===== src/rtl/logic_unit_pipe.sv =====
// rtl/logic_unit_pipe.sv - pipelined four-function W-bit logic unit with valid/ready handshake
// Results carry an illegal-select flag; co tracks the last legal select, count tallies deliveries.
module logic_unit_pipe #(
    parameter int W      = 8,
    parameter int STAGES = 2
) (
    input  logic         clk,
    input  logic         rst,
    input  logic         in_valid,
    output logic         in_ready,
    input  logic [W-1:0] A,
    input  logic [W-1:0] B,
    input  logic [3:0]   Sel,
    output logic         out_valid,
    input  logic         out_ready,
    output logic [W-1:0] Y,
    output logic         sel_err,
    output logic [1:0]   co,
    output logic [15:0]  count
);

    logic [STAGES-1:0] vld_q, vld_d;
    logic [STAGES-1:0] err_q, err_d;
    logic [W-1:0]      y_q [STAGES];
    logic [W-1:0]      y_d [STAGES];
    logic [STAGES-1:0] rdy;
    logic [1:0]        co_q, co_d;
    logic [15:0]       cnt_q, cnt_d;
    logic [W-1:0]      f_y;
    logic              f_err;
    logic [1:0]        f_idx;
    logic              accept;
    logic              deliver;

    // A stage can load when it or any stage downstream of it has a hole, or the tail drains.
    always_comb begin
        logic full;
        for (int k = 0; k < STAGES; k++) begin
            full = 1'b1;
            for (int j = k; j < STAGES; j++) begin
                full = full & vld_q[j];
            end
            rdy[k] = out_ready | ~full;
        end
    end

    always_comb begin
        f_y   = '0;
        f_err = 1'b0;
        f_idx = 2'd0;
        case (Sel)
            4'b0001: begin f_y = ~(A & B); f_idx = 2'd0; end
            4'b0010: begin f_y = ~(A | B); f_idx = 2'd1; end
            4'b0100: begin f_y = A ^ B;    f_idx = 2'd2; end
            4'b1000: begin f_y = ~(A ^ B); f_idx = 2'd3; end
            default: f_err = 1'b1;
        endcase
    end

    assign in_ready  = ~rst & rdy[0];
    assign accept    = in_valid & in_ready;
    assign deliver   = vld_q[STAGES-1] & out_ready;
    assign out_valid = vld_q[STAGES-1];
    assign Y         = y_q[STAGES-1];
    assign sel_err   = err_q[STAGES-1];
    assign co        = co_q;
    assign count     = cnt_q;

    always_comb begin
        vld_d = vld_q;
        err_d = err_q;
        for (int k = 0; k < STAGES; k++) begin
            y_d[k] = y_q[k];
        end
        if (rdy[0]) begin
            vld_d[0] = in_valid;
            y_d[0]   = f_y;
            err_d[0] = f_err;
        end
        for (int k = 1; k < STAGES; k++) begin
            if (rdy[k]) begin
                vld_d[k] = vld_q[k-1];
                y_d[k]   = y_q[k-1];
                err_d[k] = err_q[k-1];
            end
        end
        co_d  = (accept && !f_err) ? f_idx : co_q;
        cnt_d = cnt_q + 16'(deliver);
    end

    always_ff @(posedge clk) begin
        if (rst) begin
            vld_q <= '0;
            err_q <= '0;
            co_q  <= 2'd0;
            cnt_q <= 16'd0;
            for (int k = 0; k < STAGES; k++) begin
                y_q[k] <= '0;
            end
        end else begin
            vld_q <= vld_d;
            err_q <= err_d;
            co_q  <= co_d;
            cnt_q <= cnt_d;
            for (int k = 0; k < STAGES; k++) begin
                y_q[k] <= y_d[k];
            end
        end
    end

endmodule


===== config.mk =====
export PLATFORM = sky130hd
export DESIGN_NAME = logic_unit_pipe
export DESIGN_NICKNAME = d
export VERILOG_FILES = /design/src/rtl/logic_unit_pipe.sv
export SDC_FILE = /design/constraint.sdc
export NUM_CORES = 1
export LEC_CHECK = 0
export CAP_MARGIN = 20
export CORE_ASPECT_RATIO = 0.5
export CORE_UTILIZATION = 65
export CTS_BUF_LIST = sky130_fd_sc_hd__clkbuf_8
export CTS_CLUSTER_DIAMETER = 80
export DETAILED_ROUTE_END_ITERATION = 16
export DONT_BUFFER_PORTS = 1
export PLACE_DENSITY = 0.83
export SLEW_MARGIN = 25
export SYNTH_ARGS = -nofsm -noshare
export SYNTH_HDL_FRONTEND = slang
export SYNTH_SLANG_ARGS = --single-unit

===== constraint.sdc =====
create_clock -name clk -period 2.3 [get_ports clk]
set_input_delay 0.115 -clock clk [delete_from_list [all_inputs] [get_ports clk]]
set_output_delay 0.115 -clock clk [all_outputs]
set_load 0.01 [all_outputs]

=== Word-level counts from Yosys, hierarchy flattened ===
Memory sizes are Yosys's and may differ from the RTL's.
Index checks and enable logic that the tools add are counted.

* Bits in registers: 22
* Latch bits: 0
* Bits in writable memories: 16
* Bits in read-only memories: 0
* Bits of input ports: 24
* Output and inout port bits: 29
* Word-level logic and storage cells: 41
* Memories: 1

{| class="wikitable"
|+ Memories
! memory !! words !! width !! read ports !! clocked after Yosys merged registers in !! write ports !! RTL line !! RTL
|-
| y_q || 2 || 8 || 2 || 0 || 2 || 24 || <nowiki>logic [W-1:0] y_q [STAGES];</nowiki>
|}

* Add/sub/neg operators: 1
* $mul: 0
* Divide/modulo/power cells: 0
* $lt $le $gt $ge: 0
* Equality and inequality tests: 4
* Shift operators: 0
* Muxes and demuxes: 10
* Bitwise logic cells: 17
* Reductions and logical operators: 2

{| class="wikitable"
|+ Operator list
! cell !! count
|-
| 8-bit 2-to-1 mux || 4
|-
| 8-bit case mux with 4 select lines || 1
|-
| 8-bit inverter || 3
|-
| 16-bit by 1-bit adder with 16-bit output || 1
|-
| 8-bit bitwise AND || 1
|-
| 8-bit OR || 1
|-
| 8-bit XOR || 1
|-
| 2-bit case mux with 3 select lines || 1
|-
| 1-bit bitwise AND || 4
|-
| 4-bit by 1-bit equality test with 1-bit output, second input constant || 1
|-
| 4-bit by 2-bit equality test with 1-bit output, second input constant || 1
|-
| 4-bit by 3-bit equality test with 1-bit output, second input constant || 1
|-
| 4-bit equality test, second input constant || 1
|-
| 1-bit 2-to-1 mux || 4
|-
| 1-bit OR || 4
|-
| 4-bit OR reduction || 1
|-
| 1-bit inverter || 3
|-
| 1-bit logical AND || 1
|}

=== Logic depth before layout (Yosys ltp) ===
Gate-level depths: netlist of run 1.

* Depth in word-level cells: 6
* Depth in mapped cells: 7
* Gate-level depth less buffers: 7

=== Worst setup path after synthesis of run 1 ===
OpenSTA, ideal clock, no wires.

* Path kind: register to register
* Start point: register vld_q[1]
* End point: register cnt_q[14], in the netlist count[14]
* Library setup time: 0.128 ns
* Arrival time: 1.510 ns
* Required time: 2.172 ns
* Slack: 0.662 ns
* Cell stages (with the launch flop): 8
* Buffers on the path: 0
* Clock period less this slack: 1.638 ns
* Path through: dfxtp_1 -> and2_1 -> ha_1 -> ha_1 -> nand2_1 -> nor4_2 -> xnor2_1 -> nor2_1

* Cells in the longest elaborated chain, start to end: 2

{| class="wikitable"
|+ RTL lines
! what !! RTL line !! RTL
|-
| from (decl) || 22 || <nowiki>logic [STAGES-1:0] vld_q, vld_d;</nowiki>
|-
| from (signal assigned) || 101 || <nowiki>vld_q <= vld_d;</nowiki>
|-
| 1-bit bitwise AND || 62 || <nowiki>assign deliver = vld_q[STAGES-1] & out_ready;</nowiki>
|-
| 16-bit by 1-bit adder with 16-bit output || 88 || <nowiki>cnt_d = cnt_q + 16'(deliver);</nowiki>
|-
| to (signal assigned) || 104 || <nowiki>cnt_q <= cnt_d;</nowiki>
|-
| to (decl) || 28 || <nowiki>logic [15:0] cnt_q, cnt_d;</nowiki>
|}

Every way passes these cells.
A chain may end at the register's enable or synchronous reset.

=== Worst setup path in the final report of run 1 ===
Same ends and word-level chain as after synthesis.

==> metrics.log, run 1 <==
INFO  metric numCtsBuffers = 5
INFO  metric endpoint_kind = flop
INFO  metric async_reset_ff_share = 0%
INFO  metric max-clock-path-buffers = 2
INFO  metric gp_congestion = 0.8000
INFO  metric max-slew-margin-rel = around 66%
INFO  metric layout_overhead_on_the_synthesized_area = 1.404%
INFO  metric dpl_cell_area = approximately 0.0021 mm²
INFO  metric postSynthCellCount = around 240
INFO  metric globalRouteTotalUtil = 23.08%
INFO  metric synth_area = around 0.0021 mm²
INFO  metric grt_max_degree = 30
INFO  metric ys.warnings.count = 0
INFO  metric root_buffer = clkbuf_8
INFO  metric first_global_vias = 1460
INFO  metric setup-tns-final = 0 ns
INFO  metric finalPower = 1.259 mW
INFO  metric synthFlopType = dfxtp_1
INFO  metric tritoncts_clock_tree = yes
INFO  metric detail_route.first_pass.iterations = 4
INFO  metric status = finished, final reports clean
INFO  metric cts_resized = 0
INFO  metric min_path_type = input pin to flop
INFO  metric cts_num_sinks = 38
INFO  metric netlist-cell-type-count = 39
INFO  metric grt_first_pass_wirelength = 6479 µm
INFO  metric synthSimpleGateAreaFrac = between 10% and 20%
INFO  metric post_route_cells_drive_above_1_share = under 10%
INFO  metric xor_xnor_share_of_the_synthesized_area = 5.325%
INFO  metric clk_latency = ~0.28 ns
INFO  metric floorplan.die.height = between 40 and 50 µm
INFO  metric synth.avg_cell_area = 8.800 µm²
INFO  metric critical_path.slowest_cell = dfxtp_1
INFO  metric synth_edf_count = 0
INFO  metric routed_wl = 3838 µm
INFO  metric cts.clk_slew.worst_paths = about 0.07 ns
INFO  metric fin_crit_sh = 78.41%
INFO  metric arrival = 1.96 ns
INFO  metric timing_worst_setup_path_type = flop to flop
INFO  metric vias_per_cell = roughly 5.7
INFO  metric fp.dieArea = 0.003537 mm²
INFO  metric diodes = 0
INFO  metric fin_skew = ~0.0027 ns
INFO  metric route.antenna.remaining_nets = 0
INFO  metric portBuffers = 0
INFO  metric area.sequential = approximately 760 µm²
INFO  metric core_region_area = a little over 0.003 mm²
INFO  metric ios = 53
INFO  metric post_synthesis_net_count = 286
INFO  metric worstPathMaxFanout = 6
INFO  metric timing.critical_path.buf_inv = 0
INFO  metric hold_viol = 0
INFO  metric synth-compound-area-share = about 15%
INFO  metric crit_path_start_kind = flop
INFO  metric route.detailed.wl_per_inst = approximately 14 µm
INFO  metric worst_ep_required_time = around 2.5 ns
INFO  metric floorplan.die.width = around 83 µm
INFO  metric synthAdderAreaFrac = approximately 11%
INFO  metric irDropWorstVdd = just under 0.5 mV
INFO  metric timing_worst_slew_pin_value = roughly 0.51 ns
INFO  metric fin_nets = between 200 and 300
INFO  metric p_leak = slightly below 0.9 nW
INFO  metric std_cell_rows = 14
INFO  metric finalCriticalPeriod = between 1.5 and 2 ns
INFO  metric antenna_found_initial = 0
INFO  metric drt_iter0_markers = 43
INFO  metric synth_seq_cells = 38
INFO  metric route.detailed.drc = 0
INFO  metric fin_cells = between 200 and 300
INFO  metric placed_cells_incl_taps = 262
INFO  metric setup_repair_after_global_routing_missed_its_margin = no
INFO  metric final_cell_area_excluding_filler_cells = between 0.002 and 0.0025 mm²
INFO  metric cellPowerDensity = about 580 mW/mm²
INFO  metric report.final.slew_viol_count = 0
INFO  metric timing.max_cap.violations = 0
INFO  metric fill_cells = approximately 230
INFO  metric initial_utilization = a little over two thirds
INFO  metric grt.overflow.total = 0
INFO  metric critical-path-top-cell-by-count = ha_1
INFO  metric fmax = around 0.55 GHz
INFO  metric cpPeakStageDelay = 0.43 ns
INFO  metric yosys-mux-area-fraction = about 4.3%
INFO  metric synth-seq-area-share = between 30% and 40%
INFO  metric critical-path-top-delay-family = simple AND/OR/NAND/NOR gates
INFO  metric vias = approximately 1500
INFO  metric finalSetupViolCount = 0
INFO  metric critical_path_cell_sequence = and2_1, ha_1, ha_1, nand2_1, nor4_2, xnor2_1, nor2_1
INFO  metric cts_max_level = 2
INFO  metric place.detailed.hpwl = 2700 µm
INFO  metric largest_family_of_logic_cells_by_synthesized_area = simple AND/OR/NAND/NOR gates
INFO  metric multiInputGateArea = approximately 0.0012 mm²
==> routing by layer <==
metal	GRT usage [%]	up-vias	wire, µm
li1	-	795	-
met1	29.95	707	1887
met2	36.23	43	1687
met3	7.677	4	235
met4	8.276	0	28
met5	0	-	0
==> layout make-up <==
type                    instances  area share [%]
flip-flops and latches         38           35.08
clock buffers                   6           3.808
multi-input cells             165           54.41
well taps                      40           2.308
clock inverters                 2          0.4039
repair buffers                  2          0.6924
inverters                      19           3.289
==> repair_timing <==
action	4_1_cts	5_1_grt
hold endpoints to repair	29	0
setup buffers	0	0
hold buffers	2	0
==> worst paths after layout <==
check                           startpoint   endpoint  slack (ns)  cells after the start
worst max-delay path              vld_q[1]  count[14]        0.50                      7
worst min-delay path                Sel[0]      co[0]       0.004                      2
worst max register to register    vld_q[1]  count[14]        0.50                      7
worst min register to register    err_q[0]   err_q[1]        0.47                      2
==> cell usage after synthesis (5+ instances only) <==
master     count  area share, %
dfxtp_1       38             36
nand2_1       24            4.2
ha_1          19             11
inv_1         19            3.3
nor2_1        19            3.3
a21oi_1       16            3.7
xnor2_1       10            4.1
a22o_1         8            3.3
a2bb2oi_1      8            3.3
buf_4          8            2.8
mux2i_1        8            3.7
nand3_1        8            1.9
o22ai_1        8            2.3
clkbuf_1       7            1.2
nor2b_1        5            1.5
==> cell usage in the layout (no fill, tap or decap), types with 3 or more instances in the layout <==
master	count
inv_1	20
nor2b_1	5
xor2_1	3
ha_1	19
nand3_1	8
a22o_1	8
nor2_1	19
nand2_1	24
a21oi_1	16
xnor2_1	10
clkbuf_8	6
mux2i_1	8
o22ai_1	8
dfxtp_1	38
nor4_2	3
nor3_1	4
a2bb2oi_1	8
==> kinds of logic (layout without fill, tap and decap cells) <==
group / after synthesis / in the layout
and+or+nand+nor: 79 / 79
AOI/OAI and AO/OA: 45 / 45
buffers and inverters: 40 / 29
DFF: 38 / 38
adders and majority gates: 19 / 19
xor gates and xnor gates: 13 / 13
muxes: 9 / 9
==> worst register-to-register path, cell delays in order, from the launching register on <==
cell	delay, ns
dfxtp_1	0.43
and2_1	0.18
ha_1	0.17
ha_1	0.21
nand2_1	0.17
nor4_2	0.31
xnor2_1	0.15
nor2_1	0.05
==> stage by stage <==
step	utilization (%)	hold WS [ns]	setup slack, ns
global placement	67.27	0.1859	0.5901
detailed placement	67.27	0.1886	0.5360
global route	70.73	0.001370	0.3602
finish	70.73	0.004076	0.4965
CTS	70.90	0.005039	0.4709
floorplan	-	0.2445	0.6622
==> power breakdown <==
part,leakage [nW],internal (mW),switching (mW)
Combinational,0.528,0.0569,0.0665
Clock,0.0524,0.237,0.220
Sequential,0.307,0.668,0.0101
==> sequential cells by signal (all words and copies together), names as in the netlist <==
register and count:
count 16, y_q 16, co 2, err_q 2, vld_q 2
No activity file was read; power rests on OpenSTA's default activity.
==> inputs of run 2 (changes only) <==
CORE_UTILIZATION = 59   (was 65)
PLACE_DENSITY = 0.8   (was 0.83)
clock period = 1.6 ns   (was 2.3 ns; I/O delays follow)
==> metrics.log, run 2 (synthesis gave the netlist of run 1 again) <==
INFO  metric route.antenna.remaining_nets = 0
INFO  metric final_critical_path_setup_slack = 0.1007 ns
INFO  metric floorplan.die.height = 44.57 µm
INFO  metric place.detailed.hpwl = about 2900 µm
INFO  metric grt_max_degree = 30
INFO  metric vias = 1623
INFO  metric timing_worst_slew_pin_value = 0.5034 ns
INFO  metric endpoint_kind = flop
INFO  metric gp_congestion = ~0.77
INFO  metric power_switching = ~0.43 mW
INFO  metric critical-path-top-delay-family = simple AND/OR/NAND/NOR gates
INFO  metric finalSetupViolCount = 0
INFO  metric cts_max_level = 2
INFO  metric crit_path_start_kind = flop
INFO  metric cts_num_sinks = 38
INFO  metric timing.critical_path.buf_inv = 1
INFO  metric core_region_area = between 0.003 and 0.004 mm²
INFO  metric first_global_vias = roughly 1400
INFO  metric irDropWorstVdd = 0.4297 mV
INFO  metric initial_utilization = roughly 62%
INFO  metric report.final.slew_viol_count = 0
INFO  metric fin_crit_sh = between 90% and 100%
INFO  metric worst_ep_required_time = approximately 1.8 ns
INFO  metric fmax = between 0.6 and 0.7 GHz
INFO  metric arrival = about 1.7 ns
INFO  metric finalCriticalPeriod = 1.499 ns
INFO  metric status = finished, final reports clean
INFO  metric max-slew-margin-rel = between 60% and 70%
INFO  metric detail_route.first_pass.iterations = 4
INFO  metric min_path_type = input pin to flop
INFO  metric drt_iter0_markers = roughly 40
INFO  metric max-clock-path-buffers = 2
INFO  metric area.sequential = approximately 760 µm²
INFO  metric timing.max_cap.violations = 0
INFO  metric portBuffers = 0
INFO  metric cpPeakStageDelay = ~0.48 ns
INFO  metric diodes = 0
INFO  metric multiInputGateArea = approximately 0.0012 mm²
INFO  metric std_cell_rows = 15
INFO  metric numCtsBuffers = 5
INFO  metric antenna_found_initial = 0
INFO  metric clk_latency = 0.29 ns
INFO  metric cts.clk_slew.worst_paths = ~0.070 ns
INFO  metric fin_nets = between 200 and 300
INFO  metric route.detailed.wl_per_inst = between 10 and 15 µm
INFO  metric intPower = 1.552 mW
INFO  metric cellPowerDensity = 828.9 mW/mm²
INFO  metric fill_cells = between 200 and 300
INFO  metric worstPathMaxFanout = 5
INFO  metric layout_overhead_on_the_synthesized_area = 11.70%
INFO  metric vias_per_cell = 5.428
INFO  metric timing_worst_setup_path_type = flop to flop
INFO  metric pwr-share-clk = 41.1%
INFO  metric floorplan.die.width = between 80 and 90 µm
INFO  metric setup_repair_after_global_routing_missed_its_margin = no
INFO  metric share_comb_of_total_power = around 9.7%
INFO  metric post_route_cells_drive_above_1_share = between 15 and 20%
INFO  metric grt.overflow.total = 0
INFO  metric hold_viol = 0
INFO  metric globalRouteTotalUtil = 21.18%
INFO  metric critical_path_cell_sequence = buf_4, nand3b_1, nand2_1, or4_1, a21oi_1
INFO  metric mostFrequentLayoutCells = 37 x dfxtp_1, 23 x nand2_1, 19 x inv_1, 19 x nor2_1, 17 x ha_1
INFO  metric grt_first_pass_wirelength = 6285 µm
INFO  metric p_leak = a little over 1 nW
INFO  metric fin_skew = around 0.0065 ns
INFO  metric route.detailed.drc = 0
INFO  metric critical_path.slowest_cell = or4_1
INFO  metric routed_wl = ~4000 µm
INFO  metric fp.dieArea = roughly 0.0039 mm²
INFO  metric mostFrequentLayoutCell = dfxtp_1
INFO  metric tritoncts_clock_tree = yes
INFO  metric register_to_register_setup_slack = 0.10 ns
INFO  metric detailedPlace.worstSlack = ~0.0018 ns
INFO  metric setup-tns-final = 0 ns
INFO  metric seqPwrFrac = approximately 49%
INFO  metric ios = 53
INFO  metric root_buffer = clkbuf_8
INFO  metric switching_share = approximately 22%
-- run 2: metal layers --
layer | vias to the layer above | track usage (%) | share of wire (%)
met5 | - | 0 | 0
met4 | 0 | 6.557 | 0.48
met1 | 740 | 26.17 | 46
met3 | 4 | 7.276 | 7.0
met2 | 52 | 35.59 | 47
li1 | 827 | - | -
-- run 2: stage by stage --
stage / power (mW) / hold slack, ns / util, % / cell area, µm² / cells
after CTS: 1.994 / 0.03267 / 67.90 / 2345 / 299
after floorplan: 1.154 / 0.2087 / - / 2140 / 243
final: 1.980 / 0.04917 / 69.17 / 2389 / 299
after global routing: 2.064 / 0.03937 / 69.17 / 2389 / 299
after global placement: 1.158 / 0.1499 / 63.19 / 2182 / 287
after detailed placement: 1.164 / 0.1507 / 63.19 / 2182 / 287
-- run 2: final timing paths --
path	start	end	depth (start not counted)
max	vld_q[1]	co[0]	5
min reg2reg	y_q[0][0]	y_q[0][8]	2
max reg2reg	vld_q[1]	co[0]	5
min	rst	count[15]	2
-- run 2: timing repair --
action                     CTS  global route
pin swaps                    1             2
hold buffers                 5             0
buffers inserted             0             0
hold endpoints to repair    30             0
gates resized for setup      0             9
setup endpoints to repair    1             6
cloned                       0             0
-- run 2: cell type report --
class	instances	share of cell area (%)
Clock buffer	6	3.457
Clock inverter	1	1.257
Inverter	19	2.986
Multi-Input combinational cell	165	51.44
Sequential cell	38	31.90
Tap cell	51	2.672
Timing Repair Buffer	19	6.286
-- run 2: power by group through the flow --
stage	clock, mW	combinational (mW)	sequential, mW
after global placement	0	0.165	0.993
after CTS	0.829	0.192	0.972
after global routing	0.876	0.214	0.974
after detailed placement	0	0.170	0.994
final	0.814	0.192	0.973
after floorplan	0	0.161	0.993
